===== src/rtl/store_stage_queue.sv =====
// store_stage_queue
//
// Store front end that sits between LSU issue and the store/AMO buffers.
// Each incoming store or AMO is translated through the MMU. It is then parked
// in a DEPTH-entry staging FIFO, so store-buffer back-pressure no longer
// stalls translation or writeback.
//
// Ports
//   clk_i, rst_ni            clock, asynchronous active-low reset
//   flush_i                  drop all speculative state (FIFO, FSM, writeback)
//   valid_i .. trans_id_i    store/AMO request from LSU issue
//   pop_o                    request consumed (translated or excepted)
//   translation_req_o        MMU request, vaddr_o = vaddr_i
//   dtlb_hit_i, paddr_i,     MMU response (same cycle)
//   ex_valid_i
//   valid_o, trans_id_o,     writeback, one cycle after pop_o
//   ex_valid_o
//   st_valid_o/st_ready_i    head entry handshake toward the store buffer
//   amo_valid_o/amo_ready_i  head entry handshake toward the AMO buffer
//   head_*_o                 head entry fields (zero while empty)
//   count_o                  FIFO occupancy
module store_stage_queue #(
  parameter int XLEN          = 64,
  parameter int VLEN          = 64,
  parameter int PLEN          = 56,
  parameter int TRANS_ID_BITS = 3,
  parameter int DEPTH         = 2
) (
  input  logic                       clk_i,
  input  logic                       rst_ni,
  input  logic                       flush_i,
  input  logic                       valid_i,
  input  logic [VLEN-1:0]            vaddr_i,
  input  logic [XLEN-1:0]            data_i,
  input  logic [XLEN/8-1:0]          be_i,
  input  logic [1:0]                 size_i,
  input  logic [3:0]                 amo_op_i,
  input  logic [TRANS_ID_BITS-1:0]   trans_id_i,
  output logic                       pop_o,
  output logic                       translation_req_o,
  output logic [VLEN-1:0]            vaddr_o,
  input  logic                       dtlb_hit_i,
  input  logic [PLEN-1:0]            paddr_i,
  input  logic                       ex_valid_i,
  output logic                       valid_o,
  output logic [TRANS_ID_BITS-1:0]   trans_id_o,
  output logic                       ex_valid_o,
  output logic                       st_valid_o,
  input  logic                       st_ready_i,
  output logic                       amo_valid_o,
  input  logic                       amo_ready_i,
  output logic [PLEN-1:0]            head_paddr_o,
  output logic [XLEN-1:0]            head_data_o,
  output logic [XLEN/8-1:0]          head_be_o,
  output logic [1:0]                 head_size_o,
  output logic [3:0]                 head_amo_op_o,
  output logic [$clog2(DEPTH+1)-1:0] count_o
);

  localparam int CW       = $clog2(DEPTH + 1);
  localparam int PW       = (DEPTH > 1) ? $clog2(DEPTH) : 1;
  localparam int BEW      = XLEN / 8;
  // Byte-offset bits inside one XLEN word.
  localparam int OFF_BITS = (XLEN == 64) ? 3 : 2;

  typedef struct packed {
    logic [PLEN-1:0] paddr;
    logic [XLEN-1:0] data;
    logic [BEW-1:0]  be;
    logic [1:0]      size;
    logic [3:0]      amo_op;
  } entry_t;

  typedef enum logic {
    IDLE,
    WAIT_TRANSLATION
  } state_t;

  state_t           state_reg, state_next;
  entry_t           mem [0:DEPTH-1];
  logic [PW-1:0]    wr_ptr_reg, rd_ptr_reg;
  logic [CW-1:0]    count_reg;

  logic                     wb_valid_reg;
  logic [TRANS_ID_BITS-1:0] wb_trans_id_reg;
  logic                     wb_ex_reg;

  logic   empty, full, head_is_amo, amo_held, can_accept;
  logic   push, drain;
  entry_t head;
  entry_t push_entry;
  logic [OFF_BITS+2:0] shamt;

  function automatic logic [PW-1:0] inc_ptr(input logic [PW-1:0] p);
    return (p == PW'(DEPTH - 1)) ? '0 : p + 1'b1;
  endfunction

  // ---------------------------------------------------------------------------
  // Occupancy and acceptance
  // ---------------------------------------------------------------------------
  assign empty = (count_reg == '0);
  assign full  = (count_reg == CW'(DEPTH));

  // Head is read combinationally from the register array, so its fields are
  // valid in the same cycle the entry becomes resident.
  assign head        = mem[rd_ptr_reg];
  assign head_is_amo = (head.amo_op != 4'd0);

  // An AMO only ever enters an empty FIFO and blocks everything behind it,
  // so a resident AMO is always the head entry.
  assign amo_held = !empty && head_is_amo;

  // Depends only on registered state and the request: a same-cycle drain
  // never opens a slot, which keeps ready -> pop_o free of combinational paths.
  assign can_accept = !full && !amo_held && ((amo_op_i == 4'd0) || empty);

  // ---------------------------------------------------------------------------
  // Translation FSM
  // ---------------------------------------------------------------------------
  always_comb begin
    state_next        = state_reg;
    translation_req_o = 1'b0;
    pop_o             = 1'b0;
    push              = 1'b0;

    case (state_reg)
      IDLE: begin
        if (valid_i && can_accept) begin
          translation_req_o = 1'b1;
          if (ex_valid_i) begin
            // Excepting request retires through writeback only.
            pop_o = 1'b1;
          end else if (dtlb_hit_i) begin
            pop_o = 1'b1;
            push  = 1'b1;
          end else begin
            state_next = WAIT_TRANSLATION;
          end
        end
      end
      WAIT_TRANSLATION: begin
        // Acceptance was decided on entry; the request is held upstream and
        // the FIFO cannot gain entries meanwhile, so the slot is still free.
        translation_req_o = 1'b1;
        if (ex_valid_i) begin
          pop_o      = 1'b1;
          state_next = IDLE;
        end else if (dtlb_hit_i) begin
          pop_o      = 1'b1;
          push       = 1'b1;
          state_next = IDLE;
        end
      end
      default: state_next = IDLE;
    endcase

    // Flush discards whatever this cycle would have consumed or stored.
    if (flush_i) begin
      pop_o      = 1'b0;
      push       = 1'b0;
      state_next = IDLE;
    end
  end

  always_ff @(posedge clk_i or negedge rst_ni) begin
    if (!rst_ni) begin
      state_reg <= IDLE;
    end else begin
      state_reg <= state_next;
    end
  end

  assign vaddr_o = vaddr_i;

  // ---------------------------------------------------------------------------
  // Push entry: plain stores are aligned to their byte lane, AMOs keep the
  // operand in the low bits.
  // ---------------------------------------------------------------------------
  assign shamt = {vaddr_i[OFF_BITS-1:0], 3'b000};

  always_comb begin
    push_entry.paddr  = paddr_i;
    push_entry.data   = (amo_op_i == 4'd0) ? (data_i << shamt) : data_i;
    push_entry.be     = be_i;
    push_entry.size   = size_i;
    push_entry.amo_op = amo_op_i;
  end

  // Storage needs no reset: count_reg qualifies every read.
  always_ff @(posedge clk_i) begin
    if (push) begin
      mem[wr_ptr_reg] <= push_entry;
    end
  end

  // ---------------------------------------------------------------------------
  // Drain toward store / AMO buffers
  // ---------------------------------------------------------------------------
  assign st_valid_o  = !empty && !head_is_amo;
  assign amo_valid_o = !empty && head_is_amo;
  assign drain       = (st_valid_o && st_ready_i) || (amo_valid_o && amo_ready_i);

  assign head_paddr_o  = empty ? '0 : head.paddr;
  assign head_data_o   = empty ? '0 : head.data;
  assign head_be_o     = empty ? '0 : head.be;
  assign head_size_o   = empty ? '0 : head.size;
  assign head_amo_op_o = empty ? '0 : head.amo_op;
  assign count_o       = count_reg;

  always_ff @(posedge clk_i or negedge rst_ni) begin
    if (!rst_ni) begin
      wr_ptr_reg <= '0;
      rd_ptr_reg <= '0;
      count_reg  <= '0;
    end else if (flush_i) begin
      // A drain accepted downstream in this cycle still completes there; the
      // entry is dropped here along with the rest.
      wr_ptr_reg <= '0;
      rd_ptr_reg <= '0;
      count_reg  <= '0;
    end else begin
      if (push) begin
        wr_ptr_reg <= inc_ptr(wr_ptr_reg);
      end
      if (drain) begin
        rd_ptr_reg <= inc_ptr(rd_ptr_reg);
      end
      // push is never asserted when full, so this cannot overflow.
      count_reg <= count_reg + CW'(push) - CW'(drain);
    end
  end

  // ---------------------------------------------------------------------------
  // Writeback: one cycle after every pop
  // ---------------------------------------------------------------------------
  always_ff @(posedge clk_i or negedge rst_ni) begin
    if (!rst_ni) begin
      wb_valid_reg    <= 1'b0;
      wb_trans_id_reg <= '0;
      wb_ex_reg       <= 1'b0;
    end else begin
      wb_valid_reg <= pop_o && !flush_i;
      if (pop_o) begin
        wb_trans_id_reg <= trans_id_i;
        wb_ex_reg       <= ex_valid_i;
      end
    end
  end

  assign valid_o    = wb_valid_reg;
  assign trans_id_o = wb_trans_id_reg;
  assign ex_valid_o = wb_ex_reg;

endmodule


===== config.mk =====
export PLATFORM = sky130hd
export DESIGN_NAME = store_stage_queue
export DESIGN_NICKNAME = d
export VERILOG_FILES = /design/src/rtl/store_stage_queue.sv
export SDC_FILE = /design/constraint.sdc
export NUM_CORES = 1
export LEC_CHECK = 0
export CAP_MARGIN = 10
export CORE_AREA = 2 2 163 165
export CTS_BUF_LIST = sky130_fd_sc_hd__clkbuf_4
export DETAILED_ROUTE_END_ITERATION = 12
export DIE_AREA = 0 0 165 167
export PLACE_DENSITY = 0.89
export SLEW_MARGIN = 25
export SYNTH_ARGS = -nofsm -noshare
export SYNTH_HDL_FRONTEND = slang
export SYNTH_SLANG_ARGS = --single-unit

===== constraint.sdc =====
create_clock -name clk_i -period 27.8 [get_ports clk_i]
set_clock_uncertainty 0.1 [all_clocks]
set_input_delay 4.17 -clock clk_i [delete_from_list [all_inputs] [get_ports clk_i]]
set_output_delay 4.17 -clock clk_i [all_outputs]
set_load 0.005 [all_outputs]

==> out/qor.log, run 1 <==
[finish] flip-flop count of the largest register after layout 268
[timing] post-route fraction of the period consumed by the critical path 0.3919
[power] reported net switching power 0.3271 mW
[logic_synthesis] gate count after technology mapping 954
[routing] per-cell routed wire length 21.28 um
[timing] actual slew at the worst max-slew pin 1022 ps
[clocking] setup repair bufs after CTS 0
[placement] detailed-placement wirelength estimate 23170 um
[setup_path] origin of the critical flop-to-flop path mem[0][2]
[power] pwr dens 70.13 nW/um^2
[hold_path] kind of path behind the tightest hold check reg2reg
[logic_synthesis] Yosys warnings 0
[clocking] root buffer cell clkbuf_4
[timing] Slew headroom 0.3189
[finish] synthesis-to-finish area growth 27.62%
[floorplanning] area of the core 25760 sq um
[logic_synthesis] average cell area after synthesis 13.90 sq um
[setup_path] RR Endpoint mem[1][38]
[setup_path] maximum fanout count along the critical path 20
[setup_path] depth of the worst register-to-register path 5
[routing] Initial DRT Pass Iterations 5
[timing] setup repair after global routing missed its margin no
[placement] quantity of I/O buffers inserted on ports 295
[finish] fraction of layout instances using a drive strength above 1 0.1378
[run_status] run status complete, no violations
[routing] vias per std cell 5.674
[timing] post-route minimum period 10890 ps
[clocking] number of buffers created by CTS 73
[global_route] via count of the first global-routing pass 9203
[routing] routed wire length 33840 um
[clocking] post_cts resized 0
[logic_synthesis] number of nets in the synthesized netlist 1165
[finish] core utilization of the finished layout 0.6571
[power] net switching fraction of the power 0.2755
[setup_path] required time reported for the critical path endpoint 23530 ps
[finish] number of diodes added for antenna fixing 0
[logic_synthesis] async set-reset flop share out of synthesis 0.03597
[routing] Remaining DRCs 0
[routing] Detail Route Antenna Nets 0
[routing] total vias in the final route 9021
[logic_synthesis] post-synthesis cell area 13270 sq um
[timing] Final Hold Vio Count 0
[logic_synthesis] top cells by area, synth edfxtp_1 (61%), mux2i_1 (13%), mux4_2 (5.4%), nor2_1 (4.7%), buf_4 (3.6%)
[clocking] total number of clock tree sinks 278
[setup_path] R2R Setup Slk 24490 ps
[logic_synthesis] fraction of the yosys area taken by sequential cells 0.6255
[power] PnR Total Power 1.187 mW
[floorplanning] vertical die dimension 167 um
[power] share of total power in sequential cells 0.414
[power] static leakage 5.672 nW
[placement] Setup Slack @ Placement 16960 ps
[timing] setup violators final 0
[floorplanning] Chip Width 165 um
[clocking] H-tree depth 3
[hold_path] worst hold path stage count 2
[logic_synthesis] number of distinct standard cells referenced by the synthesized netlist 43
[logic_synthesis] number of flops mapped to enable cells by yosys 268
[floorplanning] area of the die 27560 sq um
[logic_synthesis] library cell with the largest summed area after synthesis edfxtp_1
[hold_path] Hold Crit Start trans_id_o[0]
[setup_path] class of the most critical setup path in2out
[timing] Final Max Slew Viols 0
[power] Worst IR Drop VDD 0.03908 mV
[global_route] wire length of the first global-routing pass 50630 um
[global_route] overall global routing resource usage 0.2420
[logic_synthesis] Synth top area share 0.6067
[floorplanning] effective utilization at floorplan 0.5149
[logic_synthesis] predominant post-synthesis flop cell edfxtp_1
[setup_path] startpoint class of the critical path input pin
[clocking] Hold-fix buffers, CTS 0
[power] internal power 0.8601 mW
[logic_synthesis] flip-flop and latch count after synthesis 278
[power] portion of total power attributed to combinational logic 0.284
[power] clock network fraction of design power 0.301
[setup_path] signal arrival time at the worst endpoint 6620 ps
[setup_path] capturing element type of the critical path primary output
[clocking] source-to-sink clock delay at the later pin of the worst-skew pair 640 ps
[clocking] clock-pin slew on the worst setup and hold paths 60 ps
[global_route] grt ovf 0
[floorplanning] total I/O pin count 418
[clocking] TritonCTS clock tree built
[global_route] pin count of the biggest net entering global routing 83
[clocking] maximum clock path buffer count 3
[routing] first-iteration detailed-routing DRC count 949
[placement] routability-driven placement congestion ratio 0.9158
[finish] NumNets Final 1421
[timing] f_max 0.09179 GHz
[timing] aggregate negative setup slack 0 ps
[flow_run] count of maximum capacitance violations 0
[global_route] antenna violations before repair 0
[floorplanning] Site Rows 59
[finish] largest register by flop count mem
[hold_path] Endpoint, Worst Hold trans_id_o[0]
[timing] post-layout worst setup margin 16910 ps
power groups by stage:
| stage | logic, mW | registers, mW | clock network (mW) |
|---|---|---|---|
| after CTS | 0.343 | 0.492 | 0.369 |
| after floorplan | 0.161 | 0.499 | 0 |
| after global placement | 0.337 | 0.500 | 0 |
| after global routing | 0.363 | 0.494 | 0.390 |
| after detailed placement | 0.341 | 0.501 | 0 |
| final | 0.338 | 0.492 | 0.358 |
worst max-delay path: stages:
cell and delay [ps]:
clkdlybuf4s50_1 480, nor4_2 300, buf_4 300, nand3_1 160
o21a_1 350, nor3_1 300, clkdlybuf4s50_1 560
Yosys cell counts, types with 4 or more instances:
master / instances
edfxtp_1: 268
mux2i_1: 169
nor2_1: 167
buf_4: 64
nand2_1: 39
mux4_2: 32
clkbuf_1: 28
buf_2: 23
nor2b_1: 19
o21ai_0: 18
a221o_1: 16
a21oi_1: 12
dfrtp_1: 10
buf_1: 9
o31ai_1: 9
a22o_1: 8
a22oi_1: 8
a2bb2oi_1: 8
inv_1: 8
nor3_1: 4
o211ai_1: 4
logic make-up after synthesis:
| kind of cell | count (synthesis) | share of synthesized area |
|---|---|---|
| muxes | 202 | 0.1827 |
| AOI/OAI and AO/OA | 90 | 0.05037 |
| buffers and inverters | 134 | 0.05876 |
| adders and majority gates | 2 | 0.001886 |
| and+or+nand+nor | 246 | 0.07942 |
| DFF | 278 | 0.6255 |
| xor gates and xnor gates | 2 | 0.001321 |
area by class of cell:
| type | instances | area [sq um] |
|---|---|---|
| well taps | 335 | 419.2 |
| repair buffers | 306 | 3028 |
| clock inverters | 16 | 148.9 |
| flip-flops and latches | 278 | 8302 |
| multi-input cells | 542 | 4217 |
| inverters | 9 | 33.78 |
| clock buffers | 104 | 780.7 |
| fillers | 1867 | 8835 |
worst max path at each step:
stage / cells past startpoint / slack [ps] / end / start
CTS: 7 / 16930 / pop_o / amo_op_i[1]
global route: 7 / 16800 / pop_o / amo_op_i[1]
detailed placement: 7 / 16960 / pop_o / amo_op_i[1]
global placement: 7 / 16980 / pop_o / amo_op_i[1]
floorplan: 6 / 12690 / mem[1][0] / amo_op_i[1]
finish: 7 / 16910 / pop_o / amo_op_i[1]
metal layers:
layer,wire length (um),vias to the layer above,track usage,share of wire
li1,-,4081,-,-
met4,858,2,0.09338,0.025
met1,12590,4354,0.2925,0.37
met5,52,-,0.01455,0.0015
met2,16560,520,0.3973,0.49
met3,3780,64,0.08319,0.11
cells in the final DEF (no fill, tap or decap), types with 2 or more instances in the layout:
cell,n
bufinv_16,3
dfrtp_1,9
o211ai_1,4
a22oi_1,8
inv_2,2
o31ai_1,9
o41ai_1,3
a21oi_1,12
edfxtp_1,268
clkbuf_4,104
clkdlybuf4s50_1,293
o21ai_0,18
nand2b_1,2
or4_4,2
buf_4,12
nor2_4,2
mux4_2,32
a2bb2oi_1,8
mux2i_1,169
nor2b_1,19
clkinv_2,2
inv_1,8
ha_1,2
clkinvlp_4,2
nor2_1,164
nor3_1,3
nand2_1,39
nor4_2,4
a221o_1,16
clkinv_1,8
or3_1,2
a22o_1,8
per-stage QoR:
step           cells  hold WS (ps)  cell area [sq um]
2_1_floorplan    954         405.1              13270
3_3_place_gp    1470         412.2              16000
3_5_place_dp    1470         407.2              16000
4_1_cts         1590         428.2              16930
5_1_grt         1590         446.7              16930
6_report        1590         431.0              16930
Note: power is estimated with default switching activity, not from simulation.
==> run 2, diff against run 1 <==
--- a/config.mk
+++ b/config.mk
@@ -6,11 +6,11 @@
 export NUM_CORES = 1
 export LEC_CHECK = 0
 export CAP_MARGIN = 10
-export CORE_AREA = 2 2 163 165
+export CORE_AREA = 2 2 177 179
 export CTS_BUF_LIST = sky130_fd_sc_hd__clkbuf_4
 export DETAILED_ROUTE_END_ITERATION = 12
-export DIE_AREA = 0 0 165 167
-export PLACE_DENSITY = 0.89
+export DIE_AREA = 0 0 179 181
+export PLACE_DENSITY = 0.81
 export SLEW_MARGIN = 25
 export SYNTH_ARGS = -nofsm -noshare
 export SYNTH_HDL_FRONTEND = slang
==> constraint.sdc (replaced) <==
create_clock -name clk_i -period 9.9 [get_ports clk_i]
set_clock_uncertainty 0.1 [all_clocks]
set_input_delay 1.485 -clock clk_i [delete_from_list [all_inputs] [get_ports clk_i]]
set_output_delay 1.485 -clock clk_i [all_outputs]
set_load 0.005 [all_outputs]
==> run 2 against run 1 <==
Critical path depth is the same. Die area grew 18%. First-iteration DRC count shrank 17%. Power grew to 2.9 times the previous value. Cell count grew 4.5%. Critical path type unchanged. Critical endpoint unchanged. Largest power group unchanged.
==> out/qor.log, run 2 (same netlist as run 1, synthesis figures left out) <==
[setup_path] dominant cell type by count on the critical path clkdlybuf4s50_1
[floorplanning] vertical die dimension 181 um [+8.4%]
[setup_path] origin of the critical flop-to-flop path mem[1][2]
[timing] setup violators final 0 [unchanged]
[finish] footprint of the multi-input gates 4223 sq um [+0.15%]
[global_route] pin count of the biggest net entering global routing 73 [-12%]
[routing] Remaining DRCs 0 [unchanged]
[global_route] global routing met1 resource utilization 0.2599 [-0.03257]
[placement] detailed-placement wirelength estimate 24270 um [+4.8%]
[finish] flip-flop count of the largest register after layout 268 [unchanged]
[setup_path] critical path's largest stage delay 570 ps [about the same]
[setup_path] critical path cell sequence clkdlybuf4s50_1, nor4_2, buf_4, nand3_1, o21a_1, nor3_1, clkdlybuf4s50_1
[timing] Slew headroom 0.3268 [+0.007911]
[global_route] overall global routing resource usage 0.2121 [-0.02989]
[finish] NumNets Final 1422 [+0.070%]
[clocking] clock-pin slew on the worst setup and hold paths 50 ps [about the same]
[power] PnR Total Power 3.404 mW [+190%]
[finish] synthesis-to-finish area growth 28.93%
[setup_path] cell with the largest stage delay on the worst path clkdlybuf4s50_1
[clocking] root buffer cell clkbuf_4
[flow_run] count of maximum capacitance violations 0 [unchanged]
[hold_path] kind of path behind the tightest hold check reg2reg
[global_route] met2 track demand over resource in global routing 0.3392 [-0.05805]
[global_route] grt ovf 0 [unchanged]
[timing] setup repair after global routing missed its margin no
[clocking] setup repair bufs after CTS 0 [unchanged]
[floorplanning] Site Rows 64 [+8.5%]
[global_route] wire length of the first global-routing pass 51810 um [+2.3%]
[placement] quantity of I/O buffers inserted on ports 295 [unchanged]
[power] pwr dens 199.1 nW/um^2 [+180%]
[clocking] post_cts resized 0 [unchanged]
[placement] routability-driven placement congestion ratio 0.8595 [-6.1%]
[clocking] TritonCTS clock tree built
[clocking] total number of clock tree sinks 278 [unchanged]
[hold_path] worst hold path stage count 2 [unchanged]
[floorplanning] total I/O pin count 418 [unchanged]
[clocking] maximum clock path buffer count 3 [unchanged]
[clocking] number of buffers created by CTS 73 [unchanged]
[setup_path] crit path buf inv count 3 [unchanged]
[timing] Final Hold Vio Count 0 [unchanged]
[routing] routed wire length 34950 um [+3.3%]
[global_route] met3 Track Usage GR 0.07807 [-0.005116]
[power] Worst IR Drop VDD 0.1238 mV [+220%]
[global_route] antenna violations before repair 2 [+2]
[setup_path] required time reported for the critical path endpoint 8320 ps [-15210 ps]
[floorplanning] area of the core 30350 sq um [+18%]
[routing] Initial DRT Pass Iterations 5 [unchanged]
[timing] post-route fraction of the period consumed by the critical path 0.5617
[power] static leakage 5.707 nW [+0.62%]
[run_status] run status complete, no violations
[finish] largest register by flop count mem
[global_route] layer carrying the most global-route usage met2
[routing] per-cell routed wire length 21.04 um [-1.1%]
[clocking] source-to-sink clock delay at the later pin of the worst-skew pair 660 ps [+20 ps]
[routing] first-iteration detailed-routing DRC count 786 [-17%]
[finish] most frequent standard cell in the layout excluding fill and tap cells clkdlybuf4s50_1
[finish] fill cell total of the finished layout 2451 [+31%]
[clocking] Hold-fix buffers, CTS 0 [unchanged]
[timing] Final Max Slew Viols 0 [unchanged]
[setup_path] startpoint class of the critical path input pin
[timing] post-route minimum period 5561 ps
[routing] vias per std cell 5.418 [-4.5%]
[finish] fraction of layout instances using a drive strength above 1 0.1346 [-0.003248]
[setup_path] maximum fanout count along the critical path 20 [unchanged]
[clocking] H-tree depth 3 [unchanged]
[timing] actual slew at the worst max-slew pin 1010 ps [-11.87 ps]
[finish] register area 8302 sq um [unchanged]
[setup_path] capturing element type of the critical path primary output
[hold_path] Endpoint, Worst Hold trans_id_o[0]
[floorplanning] Chip Width 179 um [+8.5%]
[floorplanning] effective utilization at floorplan 0.4371 [-0.07780]
[setup_path] class of the most critical setup path in2out
[floorplanning] area of the die 32400 sq um [+18%]
[finish] commonest cells after routing, fill and taps aside clkdlybuf4s50_1 (293), edfxtp_1 (268), mux2i_1 (169), nor2_1 (164), clkbuf_4 (100)
[setup_path] crit path from amo_op_i[0]
[routing] Detail Route Antenna Nets 0 [unchanged]
[timing] aggregate negative setup slack 0 ps [unchanged]
[global_route] via count of the first global-routing pass 9059 [-1.6%]
[setup_path] R2R Setup Slk 5740 ps [-18750 ps]
[setup_path] RR Endpoint mem[1][22]
[setup_path] signal arrival time at the worst endpoint 3980 ps [-2640 ps]
[setup_path] cell family with most CP delay buffers and inverters
[hold_path] Hold Crit Start trans_id_o[0]
[setup_path] depth of the worst register-to-register path 6 [+1]
[routing] total vias in the final route 9000 [-0.23%]
[timing] f_max 0.1798 GHz
## run 2: cell count changes in the layout (fill, tap and decap cells not counted), sizes merged
cell | previous run | this run
clkinv | 10 | 20
bufinv | 3 | 5
buf | 13 | 14
clkbuf | 104 | 100
inv | 10 | 9
diode | 0 | 2
## run 2: worst max-delay path by stage
stage / to / slack, ps / depth (start not counted)
CTS: head_data_o[51] / 4310 / 5
finish: pop_o / 4340 / 7
detailed placement: pop_o / 4380 / 7
floorplan: mem[0][0] / 1150 / 6
global route: pop_o / 4190 / 7
global placement: pop_o / 4420 / 7
## run 2: where the power goes
group	switching, mW	internal, mW	total, mW
Combinational	0.450	0.512	0.962
Clock	0.460	0.600	1.06
Sequential	0.0321	1.35	1.38
## run 2: per-stage QoR
stage          hold WS [ps]  utilization  area (sq um)  setup WS [ps]  instances
6_report              451.0       0.5635         17100           4339       1661
5_1_grt               497.0       0.5634         17100           4193       1659
4_1_cts               452.7       0.5627         17080           4309       1658
3_5_place_dp          434.1       0.5299         16080           4378       1531
3_3_place_gp          423.3       0.5299         16080           4421       1531
2_1_floorplan         405.1            -         13270           1147        954
## run 2: tightest hold or removal path, delay by kind of cell, from the launching register on
| family | cells | cell delay, ps |
|---|---|---|
| compound gates | 2 | 160 |
| flops | 1 | 360 |
## run 2: routing by layer
layer,vias up,share of wire
met5,-,0
met4,0,0.031
met3,66,0.10
met2,468,0.48
met1,4389,0.39
li1,4077,-
## run 2: area by class of cell
type                       instances  share of cell area
clock buffer                     100             0.04389
sequential                       278              0.4854
clock inverter                    27             0.01434
antenna                            2           0.0002926
inverter                           9            0.001975
tap                              396             0.02897
timing repair buffer             307              0.1782
multi-input combinational        542              0.2469
==> run 3, diff against run 2 <==
==> constraint.sdc (replaced) <==
create_clock -name clk_i -period 4.85 [get_ports clk_i]
set_clock_uncertainty 0.1 [all_clocks]
set_input_delay 0.7275 -clock clk_i [delete_from_list [all_inputs] [get_ports clk_i]]
set_output_delay 0.7275 -clock clk_i [all_outputs]
set_load 0.005 [all_outputs]
==> run 3 against run 2 <==
Combinational power is 100% higher. Sequential share of layout area is 0.071 points higher. Final area is 0.15% lower. First-iteration DRC count is 20% lower. Clock-buffer cell count is 8 lower. Non-clock buffer count stayed put. Register-to-register slack worse by 4000 ps. Worst hold slack worse by 190 ps. Flip-flop and latch count stayed put. Global-route usage is 0.84 points lower. Critical path depth is 3 lower. Largest cell class unchanged.
==> out/qor.log, run 3 (same netlist as run 1, synthesis figures left out) <==
[run_status] run status complete, no violations
[routing] routed wire length 33480 um [-4.2%]
[routing] first-iteration detailed-routing DRC count 631 [-20%]
[global_route] overall global routing resource usage 0.2036 [-0.008441]
[setup_path] class of the most critical setup path reg2out
[finish] fill cell total of the finished layout 2399 [-2.1%]
[setup_path] maximum fanout count along the critical path 25 [+25%]
[floorplanning] effective utilization at floorplan 0.4371 [unchanged]
[clocking] setup repair bufs after CTS 0 [unchanged]
[clocking] TritonCTS clock tree built
[global_route] via count of the first global-routing pass 9115 [+0.62%]
[power] static leakage 5.675 nW [-0.56%]
[routing] per-cell routed wire length 20.28 um [-3.6%]
[finish] flip-flop count of the largest register after layout 268 [unchanged]
[flow_run] count of maximum capacitance violations 0 [unchanged]
[setup_path] crit path buf inv count 1 [-2]
[setup_path] cell with the largest stage delay on the worst path dfrtp_4
[setup_path] critical path cell sequence mux2i_1, o21a_1, nor3_1, clkdlybuf4s50_1
[setup_path] origin of the critical flop-to-flop path mem[0][2]
[finish] synthesis-to-finish area growth 28.74%
[setup_path] signal arrival time at the worst endpoint 3180 ps [-800 ps]
[routing] Detail Route Antenna Nets 0 [unchanged]
[clocking] total number of clock tree sinks 278 [unchanged]
[finish] core utilization of the finished layout 0.5627 [-0.0008250]
[clocking] clock-pin slew on the worst setup and hold paths 70 ps [+20 ps]
[floorplanning] Site Rows 64 [unchanged]
[finish] largest register by flop count mem
[power] pwr dens 396.7 nW/um^2 [+99%]
[clocking] post_cts resized 0 [unchanged]
[clocking] source-to-sink clock delay at the later pin of the worst-skew pair 680 ps [+20 ps]
[global_route] antenna violations before repair 3 [+1]
[global_route] pin count of the biggest net entering global routing 140 [+92%]
[global_route] wire length of the first global-routing pass 50420 um [-2.7%]
[setup_path] required time reported for the critical path endpoint 4020 ps [-4300 ps]
[timing] Slew headroom 0.3768 [+0.05001]
[finish] commonest cells after routing, fill and taps aside clkdlybuf4s50_1 (293), edfxtp_1 (268), mux2i_1 (169), nor2_1 (164), clkbuf_4 (92)
[clocking] Hold-fix buffers, CTS 0 [unchanged]
[timing] post-route fraction of the period consumed by the critical path 0.8272
[timing] Final Max Slew Viols 0 [unchanged]
[setup_path] depth of the worst register-to-register path 10 [+4]
[timing] post-route minimum period 4012 ps
[finish] most frequent standard cell in the layout excluding fill and tap cells clkdlybuf4s50_1
[clocking] maximum clock path buffer count 3 [unchanged]
[placement] quantity of I/O buffers inserted on ports 295 [unchanged]
[hold_path] kind of path behind the tightest hold check in2async
[timing] setup repair after global routing missed its margin no
[floorplanning] area of the core 30350 sq um [unchanged]
[setup_path] crit path from rd_ptr_reg
[finish] fraction of layout instances using a drive strength above 1 0.1286 [-0.006006]
[setup_path] WP depth 4 [-3]
[floorplanning] Chip Width 179 um [unchanged]
[global_route] grt ovf 0 [unchanged]
[placement] total placed instance area 16180 sq um [+0.60%]
[floorplanning] vertical die dimension 181 um [unchanged]
[timing] f_max 0.2493 GHz
[timing] setup violators final 0 [unchanged]
[routing] vias per std cell 5.443 [+0.45%]
[timing] actual slew at the worst max-slew pin 934.8 ps [-75.01 ps]
[clocking] number of buffers created by CTS 72 [-1.4%]
[finish] NumNets Final 1421 [-0.070%]
[routing] Remaining DRCs 0 [unchanged]
[routing] Initial DRT Pass Iterations 5 [unchanged]
[placement] routability-driven placement congestion ratio 0.8752 [+1.8%]
[setup_path] cell family with most CP delay flip-flops
[power] Worst IR Drop VDD 0.3491 mV [+180%]
[clocking] root buffer cell clkbuf_4
[clocking] H-tree depth 3 [unchanged]
[routing] total vias in the final route 8986 [-0.16%]
[floorplanning] total I/O pin count 418 [unchanged]
[floorplanning] area of the die 32400 sq um [unchanged]
[finish] fin area 17080 sq um [-0.15%]
[timing] Final Hold Vio Count 0 [unchanged]
[setup_path] capturing element type of the critical path primary output
[placement] detailed-placement wirelength estimate 23300 um [-4.0%]
[setup_path] critical path's largest stage delay 700 ps [+130 ps]
[setup_path] startpoint class of the critical path flop
-- run 3: where the power goes --
group	switching, mW	internal, mW	leakage, nW
Sequential	0.0605	2.76	2.55
Combinational	0.912	1.04	2.61
Clock	0.911	1.09	0.519
-- run 3: layout make-up --
cell class	instances	area, sq um	share of cell area
clock buffer	92	690.7	0.04044
tap	396	495.5	0.02901
antenna	3	7.507	0.0004396
timing repair buffer	307	3110	0.1821
inverter	9	33.78	0.001978
sequential	278	8302	0.4861
clock inverter	24	201.4	0.01180
multi-input combinational	542	4237	0.2481
-- run 3: worst register-to-register path, stage by stage (launching register included) --
cell and delay, ps:
edfxtp_1 400, nor4_2 470, mux2i_1 360, o21a_1 430
or3_1 380, ha_1 300, inv_1 60, ha_1 150
xor2_1 180, xnor2_1 130, nor2_1 50
-- run 3: worst paths after layout --
kind / slack (ps) / to
min: 260 / valid_o
max: 840 / pop_o
min reg2reg: 440 / trans_id_o[2]
max in group asynchronous: 4030 / rd_ptr_reg
min in group clk_i: 440 / trans_id_o[2]
max reg2reg: 1710 / count_o[1]
-- run 3: per-layer routing --
metal  wire length (um)  vias up  global-route usage
met3               3886       85             0.08439
met4               1066        2             0.08163
met5                 11        -                   0
li1                   -     4061                   -
met2              15860      497              0.3257
met1              12650     4341              0.2431
-- run 3: metrics by stage --
stage	setup WS [ps]	power (mW)	setup TNS, ps	std cells	hold slack [ps]
global route	639.2	7.136	0	1649	248.1
detailed placement	1130	4.848	0	1532	432.8
floorplan	-467.9	3.776	-62700	954	331.9
finish	838.3	6.775	0	1651	258.0
CTS	772.2	6.876	0	1648	205.7
global placement	1195	4.817	0	1532	417.3
